### src/rtl/pipe_addsub_pkg.sv
// Shared definitions for the pipelined adder/subtractor: stage count,
// parameter sanity helpers, the result-flag bundle and the overflow rule.
package pipe_addsub_pkg;

    localparam int DEF_WIDTH = 32;
    localparam int DEF_CHUNK = 8;

    // Flags that leave the last stage alongside the sum.
    typedef struct packed {
        logic cout;
        logic ovf;
        logic zero;
    } flags_t;

    // Number of carry-chained stages; never fewer than one.
    function automatic int calc_stages(input int width, input int chunk);
        int n;
        n = (chunk > 0) ? (width / chunk) : 1;
        return (n < 1) ? 1 : n;
    endfunction

    // A split is legal only if the chunks tile the word exactly.
    function automatic logic split_ok(input int width, input int chunk);
        return (chunk > 0) && (width >= chunk) && ((width % chunk) == 0);
    endfunction

    // Two's-complement overflow: carry into the MSB disagrees with carry out.
    function automatic logic signed_ovf(input logic c_into_msb, input logic c_out_msb);
        return c_into_msb ^ c_out_msb;
    endfunction

endpackage

### src/rtl/pipe_addsub_chunk_add.sv
// Combinational CHUNK-bit adder slice. Besides sum and carry-out it reports
// the carry into its own MSB so the top slice can derive signed overflow.
module chunk_add #(
    parameter int CHUNK = 8
) (
    input  logic [CHUNK-1:0] i_a,
    input  logic [CHUNK-1:0] i_b,
    input  logic             i_ci,
    output logic [CHUNK-1:0] o_s,
    output logic             o_co,
    output logic             o_cmsb
);

    logic [CHUNK:0] w_full;

    assign w_full = {1'b0, i_a} + {1'b0, i_b} + {{CHUNK{1'b0}}, i_ci};
    assign o_s    = w_full[CHUNK-1:0];
    assign o_co   = w_full[CHUNK];

    // The MSB sum bit is a ^ b ^ carry_in, so the carry into it falls out by XOR.
    assign o_cmsb = w_full[CHUNK-1] ^ i_a[CHUNK-1] ^ i_b[CHUNK-1];

endmodule

### src/rtl/pipe_addsub.sv
// Pipelined adder/subtractor. A WIDTH-bit operation is split into
// WIDTH/CHUNK slices, one per stage, with the inter-slice carry registered.
// Operands not yet consumed ride forward in skew registers; resolved sum
// chunks accumulate in deskew registers so a beat leaves in one piece.
// A single global stall (result valid but not taken) freezes every stage.
module pipe_addsub
    import pipe_addsub_pkg::*;
#(
    parameter int WIDTH = DEF_WIDTH,
    parameter int CHUNK = DEF_CHUNK
) (
    input  logic             clk,
    input  logic             rst_n,
    input  logic             in_valid,
    output logic             in_ready,
    input  logic [WIDTH-1:0] a,
    input  logic [WIDTH-1:0] b,
    input  logic             cin,
    input  logic             sub,
    output logic             out_valid,
    input  logic             out_ready,
    output logic [WIDTH-1:0] sum,
    output logic             cout,
    output logic             ovf,
    output logic             zero
);

    localparam int STAGES = calc_stages(WIDTH, CHUNK);

    if (!split_ok(WIDTH, CHUNK)) begin : gen_bad_split
        $error("pipe_addsub: WIDTH (%0d) must be a positive multiple of CHUNK (%0d)",
               WIDTH, CHUNK);
    end

    logic             w_stall;
    logic             w_adv;
    logic [WIDTH-1:0] w_bb;
    logic             w_c0;

    // Subtract is A + ~B + ~cin, i.e. A - B - cin with borrow folded into the carry.
    assign w_bb = sub ? ~b : b;
    assign w_c0 = sub ? ~cin : cin;

    // Stall only when a finished beat is waiting; bubbles never block.
    assign w_stall  = gen_stage[STAGES-1].r_valid & ~out_ready;
    assign w_adv    = ~w_stall;
    assign in_ready = w_adv;

    for (genvar k = 0; k < STAGES; k++) begin : gen_stage
        localparam int LO  = k * CHUNK;        // first operand bit handled here
        localparam int UPW = WIDTH - LO;       // operand bits still unprocessed
        localparam int SW  = (k + 1) * CHUNK;  // sum bits resolved after this stage

        logic [UPW-1:0]   w_a_up;
        logic [UPW-1:0]   w_b_up;
        logic             w_ci;
        logic             w_vin;
        logic [CHUNK-1:0] w_s;
        logic             w_co;
        logic             w_cmsb;
        logic [SW-1:0]    w_sum_nx;

        logic             r_valid;
        logic [SW-1:0]    r_sum;

        if (k == 0) begin : gen_head
            assign w_a_up   = a;
            assign w_b_up   = w_bb;
            assign w_ci     = w_c0;
            assign w_vin    = in_valid;
            assign w_sum_nx = w_s;
        end else begin : gen_link
            assign w_a_up   = gen_stage[k-1].gen_fwd.r_a_skew;
            assign w_b_up   = gen_stage[k-1].gen_fwd.r_b_skew;
            assign w_ci     = gen_stage[k-1].gen_fwd.r_carry;
            assign w_vin    = gen_stage[k-1].r_valid;
            assign w_sum_nx = {w_s, gen_stage[k-1].r_sum};
        end

        chunk_add #(
            .CHUNK (CHUNK)
        ) u_chunk_add (
            .i_a    (w_a_up[CHUNK-1:0]),
            .i_b    (w_b_up[CHUNK-1:0]),
            .i_ci   (w_ci),
            .o_s    (w_s),
            .o_co   (w_co),
            .o_cmsb (w_cmsb)
        );

        // Advance the slot's valid and resolved sum chunks; hold while stalled.
        always_ff @(posedge clk or negedge rst_n) begin
            // NOTE: non-blocking assignments so every stage samples the
            // pre-edge value of its neighbour; blocking would collapse stages.
            // NOTE: data is reset along with valid so no stale value is ever
            // visible on the outputs, even with out_valid low.
            if (!rst_n) begin
                r_valid <= 1'b0;
                r_sum   <= '0;
            end else if (w_adv) begin
                r_valid <= w_vin;
                r_sum   <= w_sum_nx;
            end
        end

        if (k < STAGES - 1) begin : gen_fwd
            logic [UPW-CHUNK-1:0] r_a_skew;
            logic [UPW-CHUNK-1:0] r_b_skew;
            logic                 r_carry;
            logic                 w_unused_cmsb;

            // Only the top slice needs the carry into its MSB.
            assign w_unused_cmsb = w_cmsb;

            // Carry and untouched upper operand chunks move one stage on.
            always_ff @(posedge clk or negedge rst_n) begin
                if (!rst_n) begin
                    r_a_skew <= '0;
                    r_b_skew <= '0;
                    r_carry  <= 1'b0;
                end else if (w_adv) begin
                    r_a_skew <= w_a_up[UPW-1:CHUNK];
                    r_b_skew <= w_b_up[UPW-1:CHUNK];
                    r_carry  <= w_co;
                end
            end
        end else begin : gen_tail
            flags_t r_flags;

            // Final carry, overflow and zero detect registered with the sum.
            always_ff @(posedge clk or negedge rst_n) begin
                if (!rst_n) begin
                    r_flags <= '0;
                end else if (w_adv) begin
                    r_flags.cout <= w_co;
                    r_flags.ovf  <= signed_ovf(w_cmsb, w_co);
                    r_flags.zero <= ~|w_sum_nx;
                end
            end
        end
    end

    assign out_valid = gen_stage[STAGES-1].r_valid;
    assign sum       = gen_stage[STAGES-1].r_sum;
    assign cout      = gen_stage[STAGES-1].gen_tail.r_flags.cout;
    assign ovf       = gen_stage[STAGES-1].gen_tail.r_flags.ovf;
    assign zero      = gen_stage[STAGES-1].gen_tail.r_flags.zero;

endmodule

### config.mk
export PLATFORM = sky130hd
export DESIGN_NAME = pipe_addsub
export DESIGN_NICKNAME = d
export VERILOG_FILES = /design/src/rtl/pipe_addsub_pkg.sv /design/src/rtl/pipe_addsub_chunk_add.sv /design/src/rtl/pipe_addsub.sv
export SDC_FILE = /design/constraint.sdc
export NUM_CORES = 1
export LEC_CHECK = 0
export BUFFER_PORTS_ARGS = -buffer_cell sky130_fd_sc_hd__buf_2
export CAP_MARGIN = 0
export CORE_MARGIN = 2
export CORE_UTILIZATION = 56
export DETAILED_ROUTE_END_ITERATION = 7
export MAX_ROUTING_LAYER = met4
export PLACE_DENSITY = 0.88
export RECOVER_POWER = 25
export REMOVE_ABC_BUFFERS = 1
export SKIP_CTS_REPAIR_TIMING = 1
export SYNTH_ARGS = -nofsm -noshare
export SYNTH_HDL_FRONTEND = slang
export SYNTH_SLANG_ARGS = --single-unit
### constraint.sdc
create_clock -name clk -period 8 [get_ports clk]
set_input_delay 0 -clock clk [delete_from_list [all_inputs] [get_ports clk]]
set_output_delay 0 -clock clk [all_outputs]
set_load 0.01 [all_outputs]
**After elaboration in Yosys (flattened, before gate mapping)**

Index checks and enable logic that the tools add are counted.

- Register bits after elaboration: 186
- Input bits: 70
- Output and inout port bits: 37
- Word-level logic and storage cells: 40

- $add $sub $neg: 8
- Muxes and demuxes: 2
- Bitwise operators: 8
- Reduce and logical (&&, ||, !) cells: 2

Operator list:

| kind | count |
|---|---|
| $add 8x8->9 | 4 |
| $add 9x1->9 | 4 |
| $mux 32 | 1 |
| $not 32->32 | 1 |
| $reduce_or 32->1 | 1 |
| $not 1->1 | 3 |
| $xor 1x1->1 | 3 |
| $and 1x1->1 | 1 |
| $logic_not 1->1 | 1 |
| $mux 1 | 1 |

**Depth between registers and ports, before layout**

Gate-level depths: netlist of the first run.

- Word-level depth: 5
- Mapped depth: 12
- Mapped depth without buffers: 11

**Hierarchy**

Synthesis of the first run repeated with hierarchy kept, for this count alone.

- Cells, all modules: 983
- Area total of the unflattened synthesis: 8911.0 um2

Modules (own cells, without submodules):

| module | times used | cells an instance | area each (um2) | sequential area each (um2) |
|---|---|---|---|---|
| pipe_addsub | 1 | 807 | 7404.6 | 4654.5 |
| chunk_add | 4 | 44 | 376.6 | 0.0 |

**Worst setup path before layout of the first run**

OpenSTA, ideal clock, no wires.

- Path kind: input-to-reg
- Start point: input port sub
- End point: register gen_stage[0].gen_fwd.r_carry
- Library setup time: 0.133 ns
- Arrival time: 2.667 ns
- Data required time: 7.867 ns
- Slack: 5.200 ns
- Stages on the path: 12
- Buffers on the path: 2
- Path through: clkbuf_1 -> buf_1 -> xor2_1 -> fa_1 -> fa_1 -> a21o_1 -> a21oi_1 -> o21bai_1 -> a21oi_1 -> o21bai_1 -> a211oi_1 -> a21oi_1

- Word-level cells in the longest chain between the ends: 3
- Elaborated cells on any way between the ends: 4
- Classes of those cells: add/sub (2); mux (2)

Ends and longest elaborated chain:

| element | RTL line | text |
|---|---|---|
| from (decl) | pipe_addsub.sv:19 | `input logic sub,` |
| $mux 32 | pipe_addsub.sv:41 | `assign w_bb = sub ? ~b : b;` |
| $add 8x8->9 | pipe_addsub_chunk_add.sv:16 | `assign w_full = {1'b0, i_a} + {1'b0, i_b} + {{CHUNK{1'b0}}, i_ci};` |
| $add 9x1->9 * | pipe_addsub_chunk_add.sv:16 |  |
| to (signal assigned) | pipe_addsub.sv:124 | `r_carry <= w_co;` |
| to (decl) | pipe_addsub.sv:109 | `logic r_carry;` |

Every way passes the cells marked *; elsewhere a longest branch is shown, timed or not.
A chain may end at the register's enable or synchronous reset.

**Final worst setup path of the first run**

- Start point: register gen_stage[2].gen_fwd.r_a_skew[0]
- End point: register ovf (netlist name)

- Word-level cells in the longest chain between the ends: 5

Ends and longest elaborated chain:

| element | RTL line | text |
|---|---|---|
| from (decl) | pipe_addsub.sv:107 | `logic [UPW-CHUNK-1:0] r_a_skew;` |
| from (signal assigned) | pipe_addsub.sv:122 | `r_a_skew <= w_a_up[UPW-1:CHUNK];` |
| $add 8x8->9 * | pipe_addsub_chunk_add.sv:16 |  |
| $add 9x1->9 * | pipe_addsub_chunk_add.sv:16 |  |
| $xor 1x1->1 (2 in a row) | pipe_addsub_chunk_add.sv:21 | `assign o_cmsb = w_full[CHUNK-1] ^ i_a[CHUNK-1] ^ i_b[CHUNK-1];` |
| $xor 1x1->1 * | pipe_addsub_pkg.sv:29 | `return c_into_msb ^ c_out_msb;` |

Marked as above.

==> results of run 1 <==
==> tightest hold or removal path: stages <==
cell	delay, ps
buf_2	110
fa_1	160
nand2_1	50
nand2_1	70
==> state kept, by name (all words and copies together), names as in the netlist <==
register,count
gen_stage.gen_fwd.r_carry,3
cout,1
sum,32
gen_stage.gen_fwd.r_a_skew,48
zero,1
gen_stage.gen_fwd.r_b_skew,48
gen_stage.r_sum,48
gen_stage.r_valid,3
ovf,1
out_valid,1
==> cells by family after synthesis <==
| group | after synthesis | share of synthesized area, % |
|---|---|---|
| AO/OA/AOI/OAI | 97 | 6.62 |
| XOR/XNOR | 53 | 5.67 |
| adder cells (fa/ha/maj) | 36 | 6.06 |
| buffers and inverters | 66 | 2.95 |
| flip-flops | 186 | 55.2 |
| multiplexers | 3 | 0.416 |
| AND/OR/NAND/NOR | 487 | 23.1 |
==> Yosys cell counts, types with 3 or more instances <==
library cell and number:
nand2_1 420, dfrtp_1 186, o21ai_1 41, xnor2_1 37, a21oi_1 30, ha_1 28, nor2_1 26, clkbuf_1 24
buf_1 21, inv_1 19, xor2_1 15, fa_1 8, nor4_1 7, o21bai_1 6, nand2b_1 5, nand3_1 5
nor2b_1 5, a211oi_1 3, a21o_1 3, nor3_1 3, nor3b_1 3, nor4b_1 3, o31ai_1 3
==> metal layers <==
| layer | up-vias | share of wire [%] | track usage [%] |
|---|---|---|---|
| li1 | 3227 | - | - |
| met1 | 3065 | 43 | 26.7 |
| met2 | 124 | 52 | 38.1 |
| met3 | 24 | 3.4 | 4.85 |
| met4 | 0 | 1.7 | 6.01 |
| met5 | - | 0 | - |
==> stage by stage <==
stage          cell area, um^2  total power [uW]  instances  setup TNS [ps]
2_1_floorplan             8260              2730        882         -619550
3_3_place_gp              9080              3010       1176               0
3_5_place_dp              9080              3090       1176               0
4_1_cts                   9720              4020       1208               0
5_1_grt                  10200              4340       1259               0
6_report                 10200              4030       1259               0
==> worst min path at each step <==
| stage | startpoint | end | slack, ps | cells past startpoint |
|---|---|---|---|---|
| finish | a[1] | gen_stage[0].r_sum[1] | -6 | 4 |
| global route | a[1] | gen_stage[0].r_sum[1] | 6 | 4 |
| CTS | rst_n | gen_stage[0].r_sum[1] | -300 | 1 |
| detailed placement | rst_n | sum[2] | 160 | 1 |
| global placement | rst_n | sum[4] | 150 | 1 |
| floorplan | rst_n | cout | -300 | 0 |
==> cell type report <==
| type | instances | share of cell area (%) |
|---|---|---|
| sequential | 186 | 45.5 |
| multi-input combinational | 676 | 34.5 |
| timing repair buffer | 161 | 10.7 |
| clock buffer | 19 | 4.43 |
| tap | 184 | 2.25 |
| clock inverter | 13 | 1.87 |
| inverter | 20 | 0.782 |
==> power by group through the flow <==
stage	Combinational (uW)	Sequential, uW	Clock [uW]
final	1510	1610	901
after global routing	1720	1670	959
after CTS	1500	1610	914
after detailed placement	1470	1620	0
after global placement	1400	1610	0
after floorplan	1120	1610	0
==> impl_metrics.env, run 1 <==
export IMPL_synth_enable_flop_cells=0
export IMPL_portBuffers=106
export IMPL_register_area_um2=4650
export IMPL_overflow=0
export IMPL_cts_buffer_depth=2
export IMPL_synthArstFlopShare_pct=100
export IMPL_p_leak_uw=0.00522
export IMPL_drive_gt1_share_pct=13.9
export IMPL_syn_inst=928
export IMPL_min_period_ps=2900
export IMPL_first_iter_violations=509
export IMPL_crit_required_ps=8310
export IMPL_swShare_pct=36.6
export IMPL_syn_avg_cell_area_um2=9.08
export IMPL_drv_cap=0
export IMPL_grt_pass1_vias=6100
export IMPL_multi_input_area_um2=3530
export IMPL_crit_arrival_ps=3200
export IMPL_dr_pass1_iters=4
export IMPL_r2r_cells=9
export IMPL_hold_path_class="primary input to flop"
export IMPL_fin_worst_hold_slack_ps=-6.30
export IMPL_path_buf_inv=0
export IMPL_antenna_found_initial=0
export IMPL_layout_commonest_cell="nand2_1"
export IMPL_num_vias=6440
export IMPL_boundaryPins=107
export IMPL_status="complete, but fails checks"
export IMPL_p_int_uw=2550
export IMPL_yosys_warnings=0
export IMPL_cp_top_family="adder cells"
export IMPL_crit_fanout=2
export IMPL_nets=1168
export IMPL_power_density_nw_per_um2=393
export IMPL_final_cell_mix="420 x nand2_1, 186 x dfrtp_1, 105 x buf_2"
export IMPL_switchingPower_uw=1470
export IMPL_max_freq_mhz=345
export IMPL_cts_tree="yes"
export IMPL_wl_per_cell_um=13.4
export IMPL_synth_area_leaders="dfrtp_1 55%, nand2_1 19%, ha_1 4.2%"
export IMPL_endpoint_kind="flop"
export IMPL_reg2reg_slack_ps=5100
export IMPL_hold_viol_final=1
export IMPL_antennaDiodeCount=0
export IMPL_die_w_um=127
export IMPL_setup_slack_ps=5100
export IMPL_cts_sinks=186
export IMPL_grt_setup_unrepaired="false"
export IMPL_ys_seq_area_share_pct=55.2
export IMPL_vdd_drop_max_v=0.000238
export IMPL_grt_pass1_wl_mm=27.7
export IMPL_worstMarginPinSlew_ps=992
export IMPL_dpl_hpwl_mm=10.1
export IMPL_via_per_inst=5.12
export IMPL_die_y_um=127
export IMPL_cts_root_buf="clkbuf_16"
export IMPL_startpoint_type="flop"
export IMPL_antenna_left=0
export IMPL_clock_latency_ps=430
export IMPL_ys_seq_elements=186
export IMPL_drv_slew=0
export IMPL_rr_endpoint="ovf"
export IMPL_route_detailed_drc=0
export IMPL_fin_util_pct=69.9
export IMPL_p_clk_share_pct=22.4
export IMPL_post_synth_top_area_cell="dfrtp_1"
export IMPL_pwr_share_comb_pct=37.5
export IMPL_final_fill_count=1078
export IMPL_fin_skew_ps=10.3
export IMPL_wl_mm=16.9
export IMPL_relSlewSlack_pct=33.9
export IMPL_grt_max_degree=206
export IMPL_ys_flop_type="dfrtp_1"
export IMPL_crit_path_top_delay_cell="fa_1"
export IMPL_yosysTopAreaCellShare_pct=55.2
export IMPL_slowest_delay_ps=470
export IMPL_htree_num_levels=4
export IMPL_path_clk_slew_ps=70
export IMPL_crit_cells=9
export IMPL_core_area_um2=14600
export IMPL_track_usage_pct=22.1
export IMPL_finalSetupViolCount=0
export IMPL_crit_chain="fa_1, fa_1, a21oi_1, o211ai_1, o21ai_1, nand2b_1, a21oi_1, xnor3_1, mux2_4"
export IMPL_period_share_pct=36.2
export IMPL_cts_buffers=17
export IMPL_pre_cts_ws_ps=5090
export IMPL_start_util_pct=57.6
export IMPL_syn_area_um2=8430
export IMPL_gp_congestion=0.764
export IMPL_std_cell_rows=44
export IMPL_pwr_share_seq_pct=40.1
export IMPL_r2r_start="gen_stage[2].gen_fwd.r_a_skew[0]"
export IMPL_crit_end="ovf"
export IMPL_worstSetupPathType="flop to flop"
export IMPL_yosysUniqueCellTypes=45
export IMPL_cp_startpoint="gen_stage[2].gen_fwd.r_a_skew[0]"
export IMPL_violations="hold timing"
export IMPL_syn_to_final_growth_pct=21.4
export IMPL_fp_dieArea_um2=16100
Note: power is estimated with default switching activity, not from simulation.
==> run 2, diff against run 1 <==
--- a/config.mk
+++ b/config.mk
@@ -5,13 +5,14 @@
 export SDC_FILE = /design/constraint.sdc
 export NUM_CORES = 1
 export LEC_CHECK = 0
+export ABC_AREA = 1
 export BUFFER_PORTS_ARGS = -buffer_cell sky130_fd_sc_hd__buf_2
 export CAP_MARGIN = 0
 export CORE_MARGIN = 2
-export CORE_UTILIZATION = 56
+export CORE_UTILIZATION = 53
 export DETAILED_ROUTE_END_ITERATION = 7
 export MAX_ROUTING_LAYER = met4
-export PLACE_DENSITY = 0.88
+export PLACE_DENSITY = 0.87
 export RECOVER_POWER = 25
 export REMOVE_ABC_BUFFERS = 1
 export SKIP_CTS_REPAIR_TIMING = 1
==> constraint.sdc (replaced) <==
create_clock -name clk -period 2.4 [get_ports clk]
set_input_delay 0 -clock clk [delete_from_list [all_inputs] [get_ports clk]]
set_output_delay 0 -clock clk [all_outputs]
set_load 0.01 [all_outputs]
==> run 2 against run 1 <==
  * The run still ends with hold timing left
  * Non-clock buffer count is 5 higher
  * Critical endpoint is now gen_stage[2].r_sum[22]
  * Global-route usage decreased by 0.74 points
  * Largest cell class unchanged
  * Cell count grew 6.6%
==> impl_metrics.env, run 2 <==
export IMPL_yosysTopAreaCellShare_pct=53.9
export IMPL_ys_seq_area_share_pct=53.9
export IMPL_gp_congestion=0.829
export IMPL_min_path_cells=4
export IMPL_syn_avg_cell_area_um2=8.89
export IMPL_drv_slew=0
export IMPL_status="complete, but fails checks"
export IMPL_crit_chain="inv_1, fa_1, fa_1, inv_1, nand3_1, nand2_1, nand2_1, nand2_1, a21oi_1, nand2_1, nand2_1, o21ai_1"
export IMPL_finalSetupViolCount=0
export IMPL_layout_commonest_cell="nand2_1"
export IMPL_nets=1219
export IMPL_fin_skew_ps=7.59
export IMPL_hold_path_class="primary input to flop"
export IMPL_placed_area_um2=9340
export IMPL_violations="hold timing"
export IMPL_dpl_hpwl_mm=11.3
export IMPL_htree_num_levels=4
export IMPL_top_regs="gen_stage.gen_fwd.r_a_skew: 48 flops, gen_stage.gen_fwd.r_b_skew: 48 flops, gen_stage.r_sum: 48 flops"
export IMPL_antenna_left=0
export IMPL_grt_pass1_wl_mm=29.4
export IMPL_wl_per_cell_um=13.7
export IMPL_crit_cells=12
export IMPL_core_area_um2=15900
export IMPL_multi_input_area_um2=3440
export IMPL_relSlewSlack_pct=12.9
export IMPL_fin_worst_hold_slack_ps=-28.3
export IMPL_syn_area_um2=8640
export IMPL_ys_flop_type="dfrtp_1"
export IMPL_synthArstFlopShare_pct=100
export IMPL_antenna_found_initial=0
export IMPL_fp_dieArea_um2=17300
export IMPL_crit_arrival_ps=2580
export IMPL_dr_pass1_iters=5
export IMPL_drive_gt1_share_pct=13.1
export IMPL_syn_inst=972
export IMPL_slowest_delay_ps=480
export IMPL_cts_sinks=186
export IMPL_min_period_ps=2230
export IMPL_syn_to_final_growth_pct=20.1
export IMPL_die_y_um=132
export IMPL_path_clk_slew_ps=70
export IMPL_boundaryPins=107
export IMPL_overflow=0
export IMPL_drv_cap=0
export IMPL_synth_enable_flop_cells=0
export IMPL_start_util_pct=54.4
export IMPL_cts_root_buf="clkbuf_16"
export IMPL_vdd_drop_max_v=0.000590
export IMPL_synth_most_common_cell="nand2_1"
export IMPL_yosysUniqueCellTypes=33
export IMPL_power_uw=13100
export IMPL_register_area_um2=4650
export IMPL_synth_top_cells_by_count="364 x nand2_1, 186 x dfrtp_1, 114 x o21ai_0"
export IMPL_cts_tree="yes"
export IMPL_antennaDiodeCount=0
export IMPL_synth_area_leaders="dfrtp_1 54%, nand2_1 16%, o21ai_0 6.6%"
export IMPL_worstSetupPathType="flop to flop"
export IMPL_startpoint_type="flop"
export IMPL_via_per_inst=5.06
export IMPL_cts_buffers=17
export IMPL_crit_required_ps=2750
export IMPL_crit_top_cell="nand2_1"
export IMPL_max_freq_mhz=449
export IMPL_yosys_warnings=0
export IMPL_final_cell_mix="364 x nand2_1, 186 x dfrtp_1, 114 x o21ai_0"
export IMPL_ys_seq_elements=186
export IMPL_track_usage_pct=21.4
export IMPL_power_density_nw_per_um2=1270
export IMPL_std_cell_rows=46
export IMPL_wl_mm=18.4
export IMPL_num_vias=6792
export IMPL_route_detailed_drc=0
export IMPL_grt_pass1_vias=6345
export IMPL_clock_latency_ps=430
export IMPL_cp_top_family="adder cells"
export IMPL_r2r_cells=12
export IMPL_portBuffers=106
export IMPL_finalInstanceArea_um2=10400
export IMPL_grt_setup_unrepaired="false"
export IMPL_p_leak_uw=0.00525
export IMPL_path_buf_inv=2
export IMPL_cts_buffer_depth=2
export IMPL_endpoint_kind="flop"
export IMPL_first_iter_violations=500
export IMPL_die_w_um=132
export IMPL_grt_max_degree=117
export IMPL_hold_viol_final=1
export IMPL_crit_path_top_delay_cell="fa_1"
export IMPL_post_synth_top_area_cell="dfrtp_1"
export IMPL_crit_fanout=3
export IMPL_final_fill_count=1313
export IMPL_period_share_pct=92.8
export IMPL_worstMarginPinSlew_ps=1310
==> run 2: cell count changes in the layout (fill, tap and decap cells not counted), moves of 6 or more <==
| cell | delta |
|---|---|
| nand2_1 | -56 |
| o21bai_1 | -6 |
| o21ai_0 | +113 |
| o21ai_1 | -35 |
| xnor2_1 | -9 |
| clkbuf_1 | +17 |
| buf_2 | -16 |
| nand3_1 | +14 |
| inv_1 | +57 |
| nand4_1 | +7 |
==> run 2: final cells by class <==
class / instances / share of cell area, %
sequential: 186 / 44.9
multi-input combinational: 665 / 33.2
timing repair buffer: 166 / 11.1
clock inverter: 13 / 1.17
clock buffer: 19 / 4.27
inverter: 77 / 2.81
tap: 216 / 2.61
==> run 2: path summary, 6_finish.rpt <==
kind / startpoint / end / slack (ps)
max in group asynchronous: rst_n / gen_stage[2].r_sum[2] / 650
max: gen_stage[1].gen_fwd.r_a_skew[0] / gen_stage[2].r_sum[22] / 170
max reg2reg: gen_stage[1].gen_fwd.r_a_skew[0] / gen_stage[2].r_sum[22] / 170
min reg2reg: gen_stage[2].r_valid / out_valid / 450
min: a[0] / gen_stage[0].r_sum[0] / -30
min in group asynchronous: rst_n / gen_stage[0].gen_fwd.r_b_skew[10] / 400
==> run 2: per-layer routing <==
metal,track usage [%],up-vias,part of all wire [%]
met1,26.6,3224,43
li1,-,3370,-
met3,3.67,43,3.1
met2,34.9,155,51
met5,-,-,0
met4,9.06,0,3.0
==> run 2: stage by stage <==
stage	util, %	hold slack (ps)	cells	worst slack [ps]	setup TNS (ps)
2_1_floorplan	-	-296	928	-3890	-592250
3_3_place_gp	58.8	-13.9	1260	345	0
3_5_place_dp	58.8	-8.84	1260	267	0
4_1_cts	62.3	-470	1292	195	0
5_1_grt	65.3	12.2	1342	72.3	0
6_report	65.3	-28.3	1342	174	0
==> run 2: logic make-up (layout without fill, tap and decap cells) <==
logic type                 count (synthesis)  count (layout)  synth area share (%)
xor gates and xnor gates                  41              41                  4.16
buffers and inverters                    121             275                  6.32
adders and majority gates                 36              36                  5.91
and+or+nand+nor                          429             429                  19.8
AOI/OAI and AO/OA                        159             159                  9.92
DFF                                      186             186                  53.9
==> run 2: power breakdown <==
group / total [uW] / internal, uW / switching, uW
Combinational: 5200 / 1970 / 3230
Clock: 2660 / 1460 / 1190
Sequential: 5280 / 4530 / 750
Total: 13100 / 7960 / 5170
==> run 2: worst min-delay path: cells and delay by family <==
family                     cells  cell delay (ps)
adders and majority gates      1              160
buffers and inverters          1              100
AOI/OAI and AO/OA              1               60
and+or+nand+nor                1               50
==> run 3, diff against run 2 <==
--- a/config.mk
+++ b/config.mk
@@ -8,11 +8,13 @@
 export ABC_AREA = 1
 export BUFFER_PORTS_ARGS = -buffer_cell sky130_fd_sc_hd__buf_2
 export CAP_MARGIN = 0
+export CELL_PAD_IN_SITES_DETAIL_PLACEMENT = 0
+export CELL_PAD_IN_SITES_GLOBAL_PLACEMENT = 1
 export CORE_MARGIN = 2
-export CORE_UTILIZATION = 53
+export CORE_UTILIZATION = 40
 export DETAILED_ROUTE_END_ITERATION = 7
 export MAX_ROUTING_LAYER = met4
-export PLACE_DENSITY = 0.87
+export PLACE_DENSITY = 0.86
 export RECOVER_POWER = 25
 export REMOVE_ABC_BUFFERS = 1
 export SKIP_CTS_REPAIR_TIMING = 1
==> run 3 against run 2 <==
  * The flow finishes with violations (hold timing, capacitance limit, slew limit)
  * First-iteration DRC count fell by 33%
  * Worst setup slack better by 140 ps
  * Critical path depth fell by 4
  * Clock skew increased by 2.0 ps
  * Register-to-register slack improved by 140 ps
  * Largest power group unchanged
  * Critical endpoint is now ovf
  * Routed wire length is 3.4% lower
  * Power grew 0.54%
==> impl_metrics.env, run 3 (synthesized netlist as in run 2, its figures left out) <==
export IMPL_layout_commonest_cell="nand2_1"
export IMPL_worstSetupPathType="flop to flop"
export IMPL_min_period_ps=2080
export IMPL_endpoint_kind="flop"
export IMPL_crit_top_cell="nand3_1"
export IMPL_dr_pass1_iters=4
export IMPL_crit_chain="fa_1, fa_1, nand3_1, nand2_1, a31oi_1, nand3_1, nand3_1, nand2_1"
export IMPL_crit_path_top_delay_cell="fa_1"
export IMPL_htree_num_levels=4
export IMPL_max_freq_mhz=480
export IMPL_relSlewSlack_pct=-17.0
export IMPL_crit_arrival_ps=2410
export IMPL_wl_mm=17.7
export IMPL_gp_congestion=0.839
export IMPL_drv_slew=67
export IMPL_start_util_pct=41.0
export IMPL_path_clk_slew_ps=70
export IMPL_first_iter_violations=334
export IMPL_final_cell_mix="364 x nand2_1, 186 x dfrtp_1, 114 x o21ai_0"
export IMPL_drv_cap=1
export IMPL_r2r_cells=8
export IMPL_grt_max_degree=134
export IMPL_cts_buffers=17
export IMPL_fin_util_pct=49.9
export IMPL_reg2reg_slack_ps=320
export IMPL_dpl_hpwl_mm=11.6
export IMPL_core_area_um2=21100
export IMPL_clock_latency_ps=430
export IMPL_finalInstanceArea_um2=10500
export IMPL_fp_dieArea_um2=22800
export IMPL_r2r_start="gen_stage[2].gen_fwd.r_a_skew[0]"
export IMPL_route_detailed_drc=0
export IMPL_syn_to_final_growth_pct=21.8
export IMPL_crit_cells=8
export IMPL_p_leak_uw=0.00533
export IMPL_antenna_found_initial=0
export IMPL_placed_area_um2=9420
export IMPL_nets=1222
export IMPL_num_vias=6545
export IMPL_period_share_pct=86.9
export IMPL_hold_path_class="primary input to flop"
export IMPL_wl_per_cell_um=12.6
export IMPL_grt_pass1_vias=6140
export IMPL_drive_gt1_share_pct=14.9
export IMPL_startpoint_type="flop"
export IMPL_fin_skew_ps=9.58
export IMPL_boundaryPins=107
export IMPL_worstMarginPinSlew_ps=1750
export IMPL_crit_required_ps=2720
export IMPL_cp_top_family="adder cells"
export IMPL_grt_pass1_wl_mm=29.5
export IMPL_antennaDiodeCount=0
export IMPL_antenna_left=0
export IMPL_power_density_nw_per_um2=1260
export IMPL_vdd_drop_max_v=0.000512
export IMPL_violations="hold timing, capacitance limit, slew limit"
export IMPL_overflow=0
export IMPL_cts_sinks=186
export IMPL_crit_fanout=3
export IMPL_crit_end="ovf"
export IMPL_path_buf_inv=0
export IMPL_rr_endpoint="ovf"
export IMPL_die_w_um=151
export IMPL_hold_viol_final=1
export IMPL_status="complete, but fails checks"
export IMPL_cp_startpoint="gen_stage[2].gen_fwd.r_a_skew[0]"
export IMPL_fin_worst_hold_slack_ps=-27.5
export IMPL_grt_setup_unrepaired="false"
export IMPL_die_y_um=151
export IMPL_finalSetupViolCount=0
export IMPL_std_cell_rows=53
export IMPL_cts_root_buf="clkbuf_16"
export IMPL_track_usage_pct=16.9
export IMPL_slowest_delay_ps=470
export IMPL_top_regs="gen_stage.gen_fwd.r_a_skew: 48 flops, gen_stage.gen_fwd.r_b_skew: 48 flops, gen_stage.r_sum: 48 flops"
export IMPL_portBuffers=106
export IMPL_cts_tree="yes"
export IMPL_cts_buffer_depth=2
export IMPL_via_per_inst=4.66
run 3: cell types whose count changed in the layout (fill, tap and decap cells not counted), moves of 2 or more:
cell       delta
buf_2        +16
buf_4         +4
bufinv_16     +2
clkbuf_1     -17
clkinv_4      -4
inv_6         +2
run 3: worst min path at each step:
stage	depth (start not counted)	slack, ps	startpoint	to
4_1_cts	1	-420	rst_n	gen_stage[0].gen_fwd.r_b_skew[1]
5_1_grt	4	20	a[0]	gen_stage[0].r_sum[0]
3_5_place_dp	1	50	rst_n	gen_stage[0].gen_fwd.r_a_skew[7]
3_3_place_gp	1	50	rst_n	gen_stage[0].gen_fwd.r_b_skew[7]
6_report	4	-30	a[0]	gen_stage[0].r_sum[0]
2_1_floorplan	0	-300	rst_n	cout
run 3: layout make-up:
type                    count  area (um^2)
fillers                  2023        10600
flip-flops and latches    186         4650
multi-input cells         665         3440
repair buffers            169         1180
clock buffers              18          439
well taps                 275          344
inverters                  77          292
clock inverters            14          169
run 3: layer usage:
metal	global-route usage (%)	up-vias	wire, um
met2	26.5	101	8430
met3	2.89	23	547
met5	-	-	0
li1	-	3377	-
met4	6.17	0	304
met1	22.3	3044	8450
run 3: through the flow:
| step | TNS [ps] | setup slack [ps] | total power [uW] | instances | hold slack [ps] |
|---|---|---|---|---|---|
| 3_5_place_dp | 0 | 314 | 10400 | 1322 | 53.4 |
| 2_1_floorplan | -592250 | -3890 | 8900 | 928 | -296 |
| 3_3_place_gp | 0 | 347 | 10200 | 1322 | 51.9 |
| 6_report | 0 | 315 | 13200 | 1404 | -27.5 |
| 4_1_cts | 0 | 294 | 13300 | 1354 | -419 |
| 5_1_grt | 0 | 50.2 | 14500 | 1404 | 22.1 |
run 3: worst min-delay path: cells and delay by family:
kind            cells  cell delay [ps]
fa+ha+maj           1              160
simple gates        1               40
compound gates      1               60
buf+inv             1              110
run 3: where the power goes:
group	switching, uW	total (uW)	internal, uW
registers	706	5230	4520
clock network	1220	2900	1670
logic	3100	5080	1980
